===== config.mk =====
export PLATFORM = sky130hd
export DESIGN_NAME = bits_to_bytes_stream_flat
export DESIGN_NICKNAME = d
export VERILOG_FILES = /design/src/rtl/kyber_codec_pkg.sv /design/src/rtl/bits_to_bytes_stream_if.sv /design/src/rtl/bits_to_bytes_stream.sv /design/src/flat_wrapper.sv
export SDC_FILE = /design/constraint.sdc
export NUM_CORES = 1
export LEC_CHECK = 0
export CORE_ASPECT_RATIO = 2
export CORE_MARGIN = 3
export CORE_UTILIZATION = 60
export CTS_CLUSTER_SIZE = 12
export DETAILED_ROUTE_END_ITERATION = 8
export PLACE_DENSITY = 0.84
export SYNTH_ARGS = -nofsm -noshare
export SYNTH_HDL_FRONTEND = slang
export SYNTH_SLANG_ARGS = --single-unit

===== constraint.sdc =====
create_clock -name clk -period 7.4 [get_ports clk]
set_input_delay 1.48 -clock clk [delete_from_list [all_inputs] [get_ports clk]]
set_output_delay 1.48 -clock clk [all_outputs]
set_load 0.01 [all_outputs]

===== src/rtl/kyber_codec_pkg.sv =====
// Shared definitions for the Kyber codec blocks.
//   state_e       : frame FSM states of the bit-to-byte packer
//   KyberD        : default coefficient width in bits per input beat
//   KyberMaxBytes : default maximum frame length in bytes
package kyber_codec_pkg;

    typedef enum logic [1:0] {
        StIdle,
        StRun,
        StDone
    } state_e;

    localparam int unsigned KyberD        = 12;
    localparam int unsigned KyberMaxBytes = 384;

endpackage


===== src/rtl/bits_to_bytes_stream_if.sv =====
// Handshake bundle for bits_to_bytes_stream.
//   start/len      : frame start request and frame length in bytes
//   busy/done      : frame in progress / one-cycle end-of-frame pulse
//   in_valid/in_ready/in_bits              : D-bit input beats, bit 0 first
//   out_valid/out_ready/out_byte/out_last  : packed LSB-first output bytes
// master drives the requests and beats; slave is the packer.
interface bits_to_bytes_stream_if #(
    parameter int unsigned D     = kyber_codec_pkg::KyberD,
    parameter int unsigned LEN_W = $clog2(kyber_codec_pkg::KyberMaxBytes + 1)
) ();

    logic             start;
    logic [LEN_W-1:0] len;
    logic             busy;
    logic             done;
    logic             in_valid;
    logic             in_ready;
    logic [D-1:0]     in_bits;
    logic             out_valid;
    logic             out_ready;
    logic [7:0]       out_byte;
    logic             out_last;

    modport master (
        output start, len, in_valid, in_bits, out_ready,
        input  busy, done, in_ready, out_valid, out_byte, out_last
    );

    modport slave (
        input  start, len, in_valid, in_bits, out_ready,
        output busy, done, in_ready, out_valid, out_byte, out_last
    );

endinterface


===== src/rtl/bits_to_bytes_stream.sv =====
// Packs a stream of D-bit beats into LSB-first bytes for a frame of len bytes.
//   clk : clock, rising edge
//   rst : synchronous active-high reset; aborts any frame without a done pulse
//   bus : bits_to_bytes_stream_if slave (start/len/busy/done, input beats,
//         output bytes with out_last on the final byte)
// Bits of the final beat beyond 8*len are dropped. All outputs derive from
// registers only, so there is no combinational path from in_bits to out_byte.
module bits_to_bytes_stream
    import kyber_codec_pkg::*;
#(
    parameter int unsigned D         = KyberD,
    parameter int unsigned MAX_BYTES = KyberMaxBytes,
    parameter int unsigned LEN_W     = $clog2(MAX_BYTES + 1)
) (
    input logic                   clk,
    input logic                   rst,
    bits_to_bytes_stream_if.slave bus
);

    // A beat is only taken with cnt <= 7, so cnt never exceeds D+7.
    localparam int unsigned AccW  = D + 7;
    localparam int unsigned CntW  = $clog2(AccW + 1);
    localparam int unsigned BitsW = LEN_W + 3;

    state_e            state;
    logic [AccW-1:0]   acc;
    logic [CntW-1:0]   cnt;
    logic [BitsW-1:0]  bits_left;
    logic [LEN_W-1:0]  bytes_left;

    logic              accept;
    logic              pop;
    logic              last;
    logic [CntW-1:0]   take;
    logic [CntW-1:0]   base;
    logic [AccW-1:0]   fresh;

    assign bus.in_ready  = (state == StRun) && (bits_left != '0) && (cnt < CntW'(8));
    assign bus.out_valid = (state == StRun) && (cnt >= CntW'(8));
    assign bus.out_byte  = acc[7:0];
    assign last          = (bytes_left == LEN_W'(1));
    assign bus.out_last  = bus.out_valid && last;
    assign bus.busy      = (state != StIdle);
    assign bus.done      = (state == StDone);

    assign accept = bus.in_valid && bus.in_ready;
    assign pop    = bus.out_valid && bus.out_ready;

    // New bits land just above whatever remains after this cycle's pop.
    assign base = pop ? (cnt - CntW'(8)) : cnt;

    always_comb begin
        // Only the bits still owed to the frame are kept from the final beat.
        if (bits_left >= BitsW'(D)) begin
            take = CntW'(D);
        end else begin
            take = CntW'(bits_left);
        end
        fresh = '0;
        for (int unsigned i = 0; i < D; i++) begin
            if (i < 32'(take)) begin
                fresh[i] = bus.in_bits[i];
            end
        end
    end

    always_ff @(posedge clk) begin
        if (rst) begin
            state      <= StIdle;
            acc        <= '0;
            cnt        <= '0;
            bits_left  <= '0;
            bytes_left <= '0;
        end else begin
            unique case (state)
                StIdle: begin
                    if (bus.start) begin
                        bits_left  <= {bus.len, 3'b000};
                        bytes_left <= bus.len;
                        acc        <= '0;
                        cnt        <= '0;
                        state      <= (bus.len == '0) ? StDone : StRun;
                    end
                end
                StRun: begin
                    if (pop || accept) begin
                        acc <= (pop ? (acc >> 8) : acc) | (accept ? (fresh << base) : '0);
                        cnt <= base + (accept ? take : '0);
                    end
                    if (accept) begin
                        bits_left <= (bits_left > BitsW'(D)) ? (bits_left - BitsW'(D)) : '0;
                    end
                    if (pop) begin
                        bytes_left <= bytes_left - LEN_W'(1);
                        if (last) begin
                            state <= StDone;
                        end
                    end
                end
                StDone: state <= StIdle;
                default: state <= StIdle;
            endcase
        end
    end

endmodule


===== src/flat_wrapper.sv =====
// flat-port wrapper written by rule: the top's interface ports become plain ports
module bits_to_bytes_stream_flat import kyber_codec_pkg::*;
#(
    parameter int unsigned D         = KyberD,
    parameter int unsigned MAX_BYTES = KyberMaxBytes,
    parameter int unsigned LEN_W     = $clog2(MAX_BYTES + 1)
)
  (clk, rst, bus_start, bus_len, bus_in_valid, bus_in_bits, bus_out_ready, bus_busy, bus_done, bus_in_ready, bus_out_valid, bus_out_byte, bus_out_last);
  bits_to_bytes_stream_if #(.D(D), .LEN_W(LEN_W)) bus_i ();
  input logic clk;
  input logic rst;
  input wire logic [$bits(bus_i.start)-1:0] bus_start;
  input wire logic [$bits(bus_i.len)-1:0] bus_len;
  input wire logic [$bits(bus_i.in_valid)-1:0] bus_in_valid;
  input wire logic [$bits(bus_i.in_bits)-1:0] bus_in_bits;
  input wire logic [$bits(bus_i.out_ready)-1:0] bus_out_ready;
  output wire logic [$bits(bus_i.busy)-1:0] bus_busy;
  output wire logic [$bits(bus_i.done)-1:0] bus_done;
  output wire logic [$bits(bus_i.in_ready)-1:0] bus_in_ready;
  output wire logic [$bits(bus_i.out_valid)-1:0] bus_out_valid;
  output wire logic [$bits(bus_i.out_byte)-1:0] bus_out_byte;
  output wire logic [$bits(bus_i.out_last)-1:0] bus_out_last;
  assign bus_i.start = bus_start;
  assign bus_i.len = bus_len;
  assign bus_i.in_valid = bus_in_valid;
  assign bus_i.in_bits = bus_in_bits;
  assign bus_i.out_ready = bus_out_ready;
  assign bus_busy = bus_i.busy;
  assign bus_done = bus_i.done;
  assign bus_in_ready = bus_i.in_ready;
  assign bus_out_valid = bus_i.out_valid;
  assign bus_out_byte = bus_i.out_byte;
  assign bus_out_last = bus_i.out_last;
  bits_to_bytes_stream #(.D(D), .MAX_BYTES(MAX_BYTES), .LEN_W(LEN_W)) u_core (.clk(clk), .rst(rst), .bus(bus_i));
endmodule

==> flow_metrics.env <==
export IMPL_status="complete, no violations"
export IMPL_areaGrowthSynthToFinish_pct=11.1
export IMPL_synth_xor_area_share_pct=1.28
export IMPL_io_count=39
export IMPL_drt_total_wl_mm=9.78
export IMPL_grt_remaining_overflow=0
export IMPL_vdd_drop_max_v=0.000188
export IMPL_holdCritStartpoint="u_core.acc[10]"
export IMPL_layout_drive_gt1_share_pct=7.33
export IMPL_postSynthCellCount=450
export IMPL_clock_root_buffer_master="clkbuf_8"
export IMPL_ys_warnings_count=0
export IMPL_global_route_wire_length_before_repair_mm=15.8
export IMPL_detailed_place_area_um2=3700
export IMPL_place_detailed_hpwl_mm=7.29
export IMPL_startpoint_type="register"
export IMPL_max_slew_margin_rel_pct=41.0
export IMPL_cts_made_buffers=5
export IMPL_placement_rows=38
export IMPL_grt_usage_pct=30.4
export IMPL_critical_path_startpoint="u_core.cnt[0]"
export IMPL_cp_required_ns=5.92
export IMPL_syn_area_um2=3410
export IMPL_cts_root_to_sink_buffers=2
export IMPL_antenna_violations_before_repair=0
export IMPL_rsz0062_at_grt="false"
export IMPL_holdBufCountCts=0
export IMPL_crit_path_cell_trace="nor4_4 > nand2_1 > a211oi_1 > clkdlybuf4s50_1"
export IMPL_detail_route_drc_violations=0
export IMPL_reg2reg_slack_ns=4.68
export IMPL_fmax_mhz=261
export IMPL_power_density_nw_per_um2=200
export IMPL_pin_count_of_the_biggest_net_entering_global_routing=46
export IMPL_synth_top_family_by_area="compound AO/OA/AOI/OAI gates"
export IMPL_timing_hold_violations_final=0
export IMPL_grtUsageMet2_pct=51.6
export IMPL_yosys_area_share_simple_pct=26.5
export IMPL_critPathSlowestCell="dfxtp_1"
export IMPL_ant_nets_after_route=0
export IMPL_max_cap_violations=0
export IMPL_synth_area_in_compound_gates_pct=30.3
export IMPL_detailroute_via_count=3542
export IMPL_final_period_minus_worst_setup_slack_ns=3.83
export IMPL_mean_instance_size_in_the_synthesized_netlist_um2=7.59
export IMPL_critical_path_peak_fanout=24
export IMPL_met3_usage_pct=3.91
export IMPL_clk_latency_ns=0.31
export IMPL_number_of_flops_mapped_to_enable_cells_by_yosys=0
export IMPL_worstReg2RegStart="u_core.bits_left[2]"
export IMPL_synth_yosys_seq_area_share_pct=26.4
export IMPL_drt_wirelength_per_cell_um=18.7
export IMPL_cts_sink_count=45
export IMPL_final_setup_violation_count=0
export IMPL_cellLeakagePower_nw=1.37
export IMPL_nNetsFinal=500
export IMPL_dr_pass1_iters=5
export IMPL_grt_use_met1_pct=33.0
export IMPL_crit_path_max_incr_delay_ns=0.59
export IMPL_initial_core_util_pct=62.4
export IMPL_final_area_um2=3790
export IMPL_diodes=0
export IMPL_cts_repair_timing_setup_buffer_count=0
export IMPL_drv_slew=0
export IMPL_cts_resized_gates=0
export IMPL_die_width_um=59.3
export IMPL_via_per_inst=6.76
export IMPL_timing_setup_critical_path_class="register to primary output"
export IMPL_path_clk_slew_ns=0.09
export IMPL_yosys_register_bits=45
export IMPL_post_layout_total_power_mw=0.760
export IMPL_worst_path_buf_inv=1
export IMPL_drt_initial_drc_count=274
export IMPL_timing_final_crit_share_pct=51.7
export IMPL_async_flop_share_pct=0
export IMPL_netlist_cell_type_count=69
export IMPL_cts_tree="built"
export IMPL_ctsHtreeMaxLevel=2
export IMPL_max_slew_worst_pin_slew_ns=0.884
export IMPL_path_delay_family="simple AND/OR/NAND/NOR gates"
export IMPL_arrival_ns=2.35
export IMPL_setup_total_negative_slack_ns=0
export IMPL_grt_pass1_vias=3410
export IMPL_clock_skew_final_ns=0.00554
export IMPL_die_area_um2=6690
export IMPL_crit_path_end_kind="primary output"
export IMPL_fillers=485
export IMPL_synth_ff_type="dfxtp_1"
export IMPL_hold_path_class="register to register"
export IMPL_synth_fa_ha_area_share_pct=4.25
export IMPL_busiest_layer="met2"
export IMPL_die_height_um=113
export IMPL_gp_congestion=0.950
export IMPL_number_of_i_o_port_buffers=38
export IMPL_fp_coreArea_um2=5470
export IMPL_synthMuxAreaShare_pct=3.99
-- report_power, final --
part | total, mW | switching (mW) | internal (mW)
Combinational | 0.309 | 0.191 | 0.118
Clock | 0.160 | 0.0925 | 0.0671
Sequential | 0.291 | 0.0294 | 0.262
-- registers in the layout, indices dropped and copies added (netlist names) --
name	count
u_core.cnt	5
u_core.bytes_left	9
u_core.bits_left	10
u_core.state	2
u_core.acc	19
-- through the flow --
step	cells	util, %	worst slack, ns	hold slack, ns
after global placement	516	67.7	3.74	0.452
after CTS	524	69.4	3.57	0.487
final	524	69.4	3.57	0.480
after detailed placement	516	67.7	3.66	0.472
after global routing	524	69.4	3.38	0.517
after floorplan	451	-	4.40	0.420
-- layout by cell type (no fill, tap or decap), drive strengths merged, types with 4 or more instances in the layout --
cell	synthesis	routed
a21oi	33	33
and3	4	4
nand4	8	8
o31ai	5	5
nor2	43	43
a22oi	16	16
clkbuf	15	5
ha	10	10
xnor2	5	5
mux2	5	5
a31oi	9	9
a211oi	5	5
nor4	6	6
nand3	22	22
inv	17	18
a32oi	5	5
a21o	7	7
dfxtp	45	45
mux2i	8	8
nor3	11	11
clkdlybuf4s50	0	38
and2	6	6
nand2	53	53
o21ai	26	26
o211ai	10	10
nor2b	6	6
-- cell usage after synthesis, types with 4 or more instances --
library cell,n,area (um^2)
a21oi_1,33,165
buf_2,8,40.0
ha_1,10,125
nor4_1,4,25.0
a32oi_1,5,43.8
a211oi_1,5,37.5
mux2i_1,8,80.1
nand4_1,6,37.5
nor3_1,8,40.0
o21ai_0,21,105
a21o_1,6,45.0
o31ai_1,5,37.5
nand2_1,52,195
inv_1,17,63.8
mux2_2,5,56.3
buf_4,11,82.6
nor2b_1,6,37.5
and2_1,5,31.3
nor2_1,42,158
dfxtp_1,45,901
xnor2_1,5,43.8
o211ai_1,10,75.1
a22oi_1,16,120
a31oi_1,8,50.1
clkbuf_1,15,56.3
nand3_1,22,110
and3_1,4,25.0
-- path summary, 6_finish.rpt --
check / end / cells past startpoint
worst max-delay path: bus_out_last / 4
worst min-delay path: u_core.acc[2] / 2
worst max register to register: u_core.acc[13] / 7
worst min register to register: u_core.acc[2] / 2
-- worst min-delay path, cell delays in order (launching register included) --
cell     delay, ns
dfxtp_1       0.31
nand2_1       0.05
a31oi_1       0.07
-- area by class of cell --
| cell class | count | area (um^2) | area share (%) |
|---|---|---|---|
| clock inverter | 3 | 21.3 | 0.561 |
| timing repair buffer | 39 | 388 | 10.2 |
| tap | 60 | 75.1 | 1.98 |
| sequential | 45 | 901 | 23.8 |
| inverter | 17 | 63.8 | 1.68 |
| multi-input combinational | 355 | 2270 | 60.0 |
| clock buffer | 5 | 68.8 | 1.81 |
-- kinds of logic (layout without fill, tap and decap cells) --
kind of cell / after synthesis / after routing
mux: 13 / 13
xor+xnor: 5 / 5
simple gates: 175 / 175
compound gates: 148 / 148
flops: 45 / 45
buf+inv: 51 / 64
fa+ha+maj: 11 / 11
other cells: 2 / 3
-- layer usage --
layer  vias up  wire, um
li1       1685         -
met1      1649      3550
met2       146      5040
met3        62       468
met4         0       723
met5         -         0
Power figures use the tool's default switching activity.
==> edit 1 (same flow settings) <==
`KyberMaxBytes`: 384 -> 768.
--- a/src/rtl/kyber_codec_pkg.sv
+++ b/src/rtl/kyber_codec_pkg.sv
@@ -11,7 +11,7 @@
     } state_e;
 
     localparam int unsigned KyberD        = 12;
-    localparam int unsigned KyberMaxBytes = 384;
+    localparam int unsigned KyberMaxBytes = 768;
 
 endpackage
 
Interface: changed (resized bus_len); port bits go from 39 to 40. No check against the original RTL was run, so the function may have changed too.
==> edit 1 against the unedited design <==
- die area is 3.3% higher
- area after synthesis increased by 3.6%
- setup slack got worse by 230 ps
- largest cell class unchanged
- highest routed layer unchanged
- combinational power up 11%
- critical endpoint is now bus_in_ready
- wire length is 8.7% higher
- cell count up 6.1%
- final area is 6.2% higher
- total power rose by 18%
- sequential cell count grew 2
- utilization rose by 1.2 points
- critical path type unchanged
==> edit 1: results <==
group,metric,value,unit
routing,via_per_inst,6.76,
logic_synthesis,ys_seq_area_share,26.6,%
clocking,post_cts_buffers,0,
timing,skew,5.78,ps
global_route,grt_pass1_wl,17100,um
placement,numPortBuffers,39,
logic_synthesis,synth_area_leaders,"dfxtp_1, nand2_1, a21oi_1",
finish,drive_above_1_share,5.05,%
routing,dr.pass1.iters,7,
power_and_ir_drop,ir_drop,0.000247,V
global_route,grt_max_degree,48,
status,status,"finished, final reports clean",
routing,drt_iter0_drc,304,
global_route,antenna_found_initial,0,
timing,finalMaxSlewViolations,0,
finish,antenna_cells,0,
logic_synthesis,synth.distinct_cells,64,
clocking,cts-root-buf,"clkbuf_16",
worst_setup_path,ff2ff_path_depth,10,
placement,place.detailed.hpwl,7950,um
timing,max_slew_margin,19.9,%
clocking,cts.path.max_buffers,2,
global_route,grt_pass1_vias,3646,
routing,wl_per_cell,19.1,um
finish,fillers,483,
power_and_ir_drop,cellLeakagePower,1.48,nW
logic_synthesis,netlist_top_cells_count,"nand2_1, nor2_1, dfxtp_1",
finish,reg_top3,"u_core.acc (19), u_core.bits_left (11), u_core.bytes_left (10)",
global_route,grt_use_total,32.5,%
clocking,clock_latency,290,ps
clocking,cts.clk_slew.worst_paths,70,ps
finish,nNetsFinal,533,
logic_synthesis,async_flop_share,0,%
clocking,cts_made_buffers,5,
power_and_ir_drop,p_int,0.000556,W
clocking,cts_resized,0,
worst_setup_path,path_max_fanout,8,
placement,place.gp.congestion,0.985,
clocking,htree_num_levels,2,
worst_setup_path,cp.arrival,2580,ps
worst_hold_path,hp-class,"flop to flop",
worst_hold_path,min_path_cells,2,
logic_synthesis,yosys_warnings,0,
-- edit 1: metrics by stage --
| stage | hold WS (ps) | cells | instance area [sq um] | worst slack [ps] | utilization, % |
|---|---|---|---|---|---|
| 2_1_floorplan | 426 | 482 | 3540 | 4180 | - |
| 3_3_place_gp | 440 | 549 | 3860 | 3180 | 67.7 |
| 3_5_place_dp | 452 | 549 | 3860 | 3120 | 67.7 |
| 4_1_cts | 461 | 556 | 4030 | 3420 | 70.5 |
| 5_1_grt | 481 | 556 | 4030 | 3160 | 70.5 |
| 6_report | 459 | 556 | 4030 | 3340 | 70.5 |
-- edit 1: area by class of cell --
type,count,area share (%)
repair buffers,44,10.6
multi-input cells,383,58.8
flip-flops and latches,47,23.4
clock inverters,2,0.932
inverters,14,1.30
clock buffers,5,3.11
well taps,61,1.89
-- edit 1: cell families after synthesis --
kind of cell,after synthesis,share of synthesized area (%)
buffers and inverters,52,6.65
AOI/OAI and AO/OA,147,27.9
adders and majority gates,11,4.10
muxes,16,4.74
other,1,0.106
xor gates and xnor gates,6,1.49
DFF,47,26.6
and+or+nand+nor,200,28.5
-- edit 1: path summary, 6_finish.rpt --
check | startpoint | endpoint | slack, ps
max | u_core.bits_left[8] | bus_in_ready | 3340
min reg2reg | u_core.acc[13] | u_core.acc[13] | 460
max reg2reg | u_core.bits_left[8] | u_core.cnt[4] | 4170
min | u_core.acc[13] | u_core.acc[13] | 460
-- edit 1: power groups by stage --
| stage | combinational, W | sequential [W] | clock (W) |
|---|---|---|---|
| after floorplan | 0.000245 | 0.000295 | 0 |
| after global placement | 0.000327 | 0.000303 | 0 |
| after detailed placement | 0.000334 | 0.000304 | 0 |
| after CTS | 0.000336 | 0.000298 | 0.000258 |
| after global routing | 0.000375 | 0.000303 | 0.000264 |
| final | 0.000343 | 0.000299 | 0.000257 |
-- edit 1: worst max-delay path, stage by stage (launching register included) --
cell and delay [ps]:
dfxtp_1 370, nor4_1 810, a41oi_1 500, clkdlybuf4s50_1 610
-- edit 1: metal layers --
layer,routed length [um],GRT usage (%)
met5,0,0
met4,1000,29.0
met3,528,4.63
met2,5400,55.1
met1,3700,32.3
==> edit 2 (config.mk and constraints unchanged) <==
Made on the original files. Re-encode `state_e` (3 states) as one-hot, 3 bits wide.
--- a/src/rtl/kyber_codec_pkg.sv
+++ b/src/rtl/kyber_codec_pkg.sv
@@ -4,10 +4,10 @@
 //   KyberMaxBytes : default maximum frame length in bytes
 package kyber_codec_pkg;
 
-    typedef enum logic [1:0] {
-        StIdle,
-        StRun,
-        StDone
+    typedef enum logic [2:0] {
+        StIdle = 3'b001,
+        StRun  = 3'b010,
+        StDone = 3'b100
     } state_e;
 
     localparam int unsigned KyberD        = 12;
Behaviour: same outputs for any inputs over 10 cycles, from zero or initial values and one cycle with rst high; not proved beyond that.
==> edit 2 against the unedited design <==
- critical path type is now input port to flop
- setup slack lost 250 ps
- combinational power down 18%
- final area is 2.7% higher
- wire length grew 6.1%
- sequential cell count rose by 1
- synthesized cell count up 4.2%
- largest power group is now registers
- highest routed layer unchanged
- clock skew shrank 1.3 ps
- area after synthesis increased by 2.5%
- total power decreased by 4.2%
==> edit 2: results <==
group,metric,value,unit
status,status,"finished, final reports clean",
placement,place_inst,532,
global_route,grt_use_total,31.8,%
logic_synthesis,netlist_instances,469,
finish,instances_no_fill,540,
routing,drt_iter0_drc,327,
logic_synthesis,synth.distinct_cells,73,
placement,placed_cell_area,0.00379,sq mm
finish,drive_above_1_share,7.71,%
placement,place.detailed.hpwl,7600,um
worst_setup_path,crit_path_start,"bus_out_ready",
timing,skew,4.21,ps
finish,fillers,478,
logic_synthesis,synth_area_leaders,"dfxtp_1, nor2_1, nand2_1",
finish,nNetsFinal,516,
power_and_ir_drop,ir_drop,0.000205,V
global_route,grt_max_degree,48,
timing,worst_pin_slew,1170,ps
placement,place.gp.congestion,0.971,
logic_synthesis,ys_seq_area_share,26.3,%
routing,drt_wl_total,10400,um
worst_setup_path,path_max_fanout,11,
logic_synthesis,yosys_warnings,0,
worst_setup_path,cp_slowest_stage_delay,930,ps
logic_synthesis,synth_flop_cell,"dfxtp_1",
worst_setup_path,reg2reg_from,"u_core.state[1]",
logic_synthesis,netlist_top_cells_count,"nor2_1, dfxtp_1, nand2_1",
routing,ant_nets,0,
power_and_ir_drop,cellLeakagePower,1.40,nW
routing,vias,3796,
global_route,grt_pass1_wl,16700,um
worst_setup_path,cp.arrival,4300,ps
placement,place_ws,3120,ps
finish,reg_top3,"u_core.acc (19), u_core.bits_left (10), u_core.bytes_left (9)",
clocking,cts_made_buffers,5,
worst_hold_path,worstHoldStart,"u_core.acc[11]",
global_route,grt_pass1_vias,3623,
worst_setup_path,cp_slowest_cell,"nor3_1",
## edit 2: critical path: cells and delay by family
| kind | cells | cell delay, ps |
|---|---|---|
| buffers and inverters | 1 | 540 |
| AO/OA/AOI/OAI | 4 | 1090 |
| AND/OR/NAND/NOR | 2 | 1190 |
## edit 2: cell type report
class / count / share of cell area [%]
multi-input combinational: 368 / 59.5
tap: 60 / 1.93
inverter: 16 / 1.54
clock buffer: 6 / 1.86
sequential: 46 / 23.6
timing repair buffer: 42 / 10.5
clock inverter: 2 / 0.963
## edit 2: cell families after synthesis
kind of cell,count (synthesis),synth area share (%)
AND/OR/NAND/NOR,181,26.1
AO/OA/AOI/OAI,159,31.7
buffers and inverters,56,7.54
flip-flops,46,26.3
adder cells (fa/ha/maj),11,4.15
multiplexers,10,3.04
XOR/XNOR,4,1.00
other,2,0.215
## edit 2: routing by layer
layer  up-vias  track usage, %  part of all wire, %
met3        54            4.42                  6.2
met2       212            55.3                   52
li1       1776               -                    -
met1      1754            32.8                   35
met5         -               0                    0
met4         0            23.1                  6.9
## edit 2: report_power, final
group / switching (W) / leakage [nW] / internal [W]
clock: 0.0000930 / 0.0514 / 0.000101
combinational: 0.000159 / 0.971 / 0.0000934
sequential: 0.0000183 / 0.374 / 0.000263
total: 0.000270 / 1.40 / 0.000457
## edit 2: through the flow
step | utilization (%) | hold slack [ps]
after CTS | 70.6 | 485
final | 70.6 | 483
after floorplan | - | 425
after global routing | 70.6 | 513
after detailed placement | 68.6 | 467
after global placement | 68.6 | 468
## edit 2: final timing paths
path	depth (start not counted)	slack, ps	to
min reg2reg	2	480	u_core.acc[3]
max	7	3320	u_core.acc[8]
max reg2reg	6	3900	u_core.acc[8]
min	2	480	u_core.acc[3]
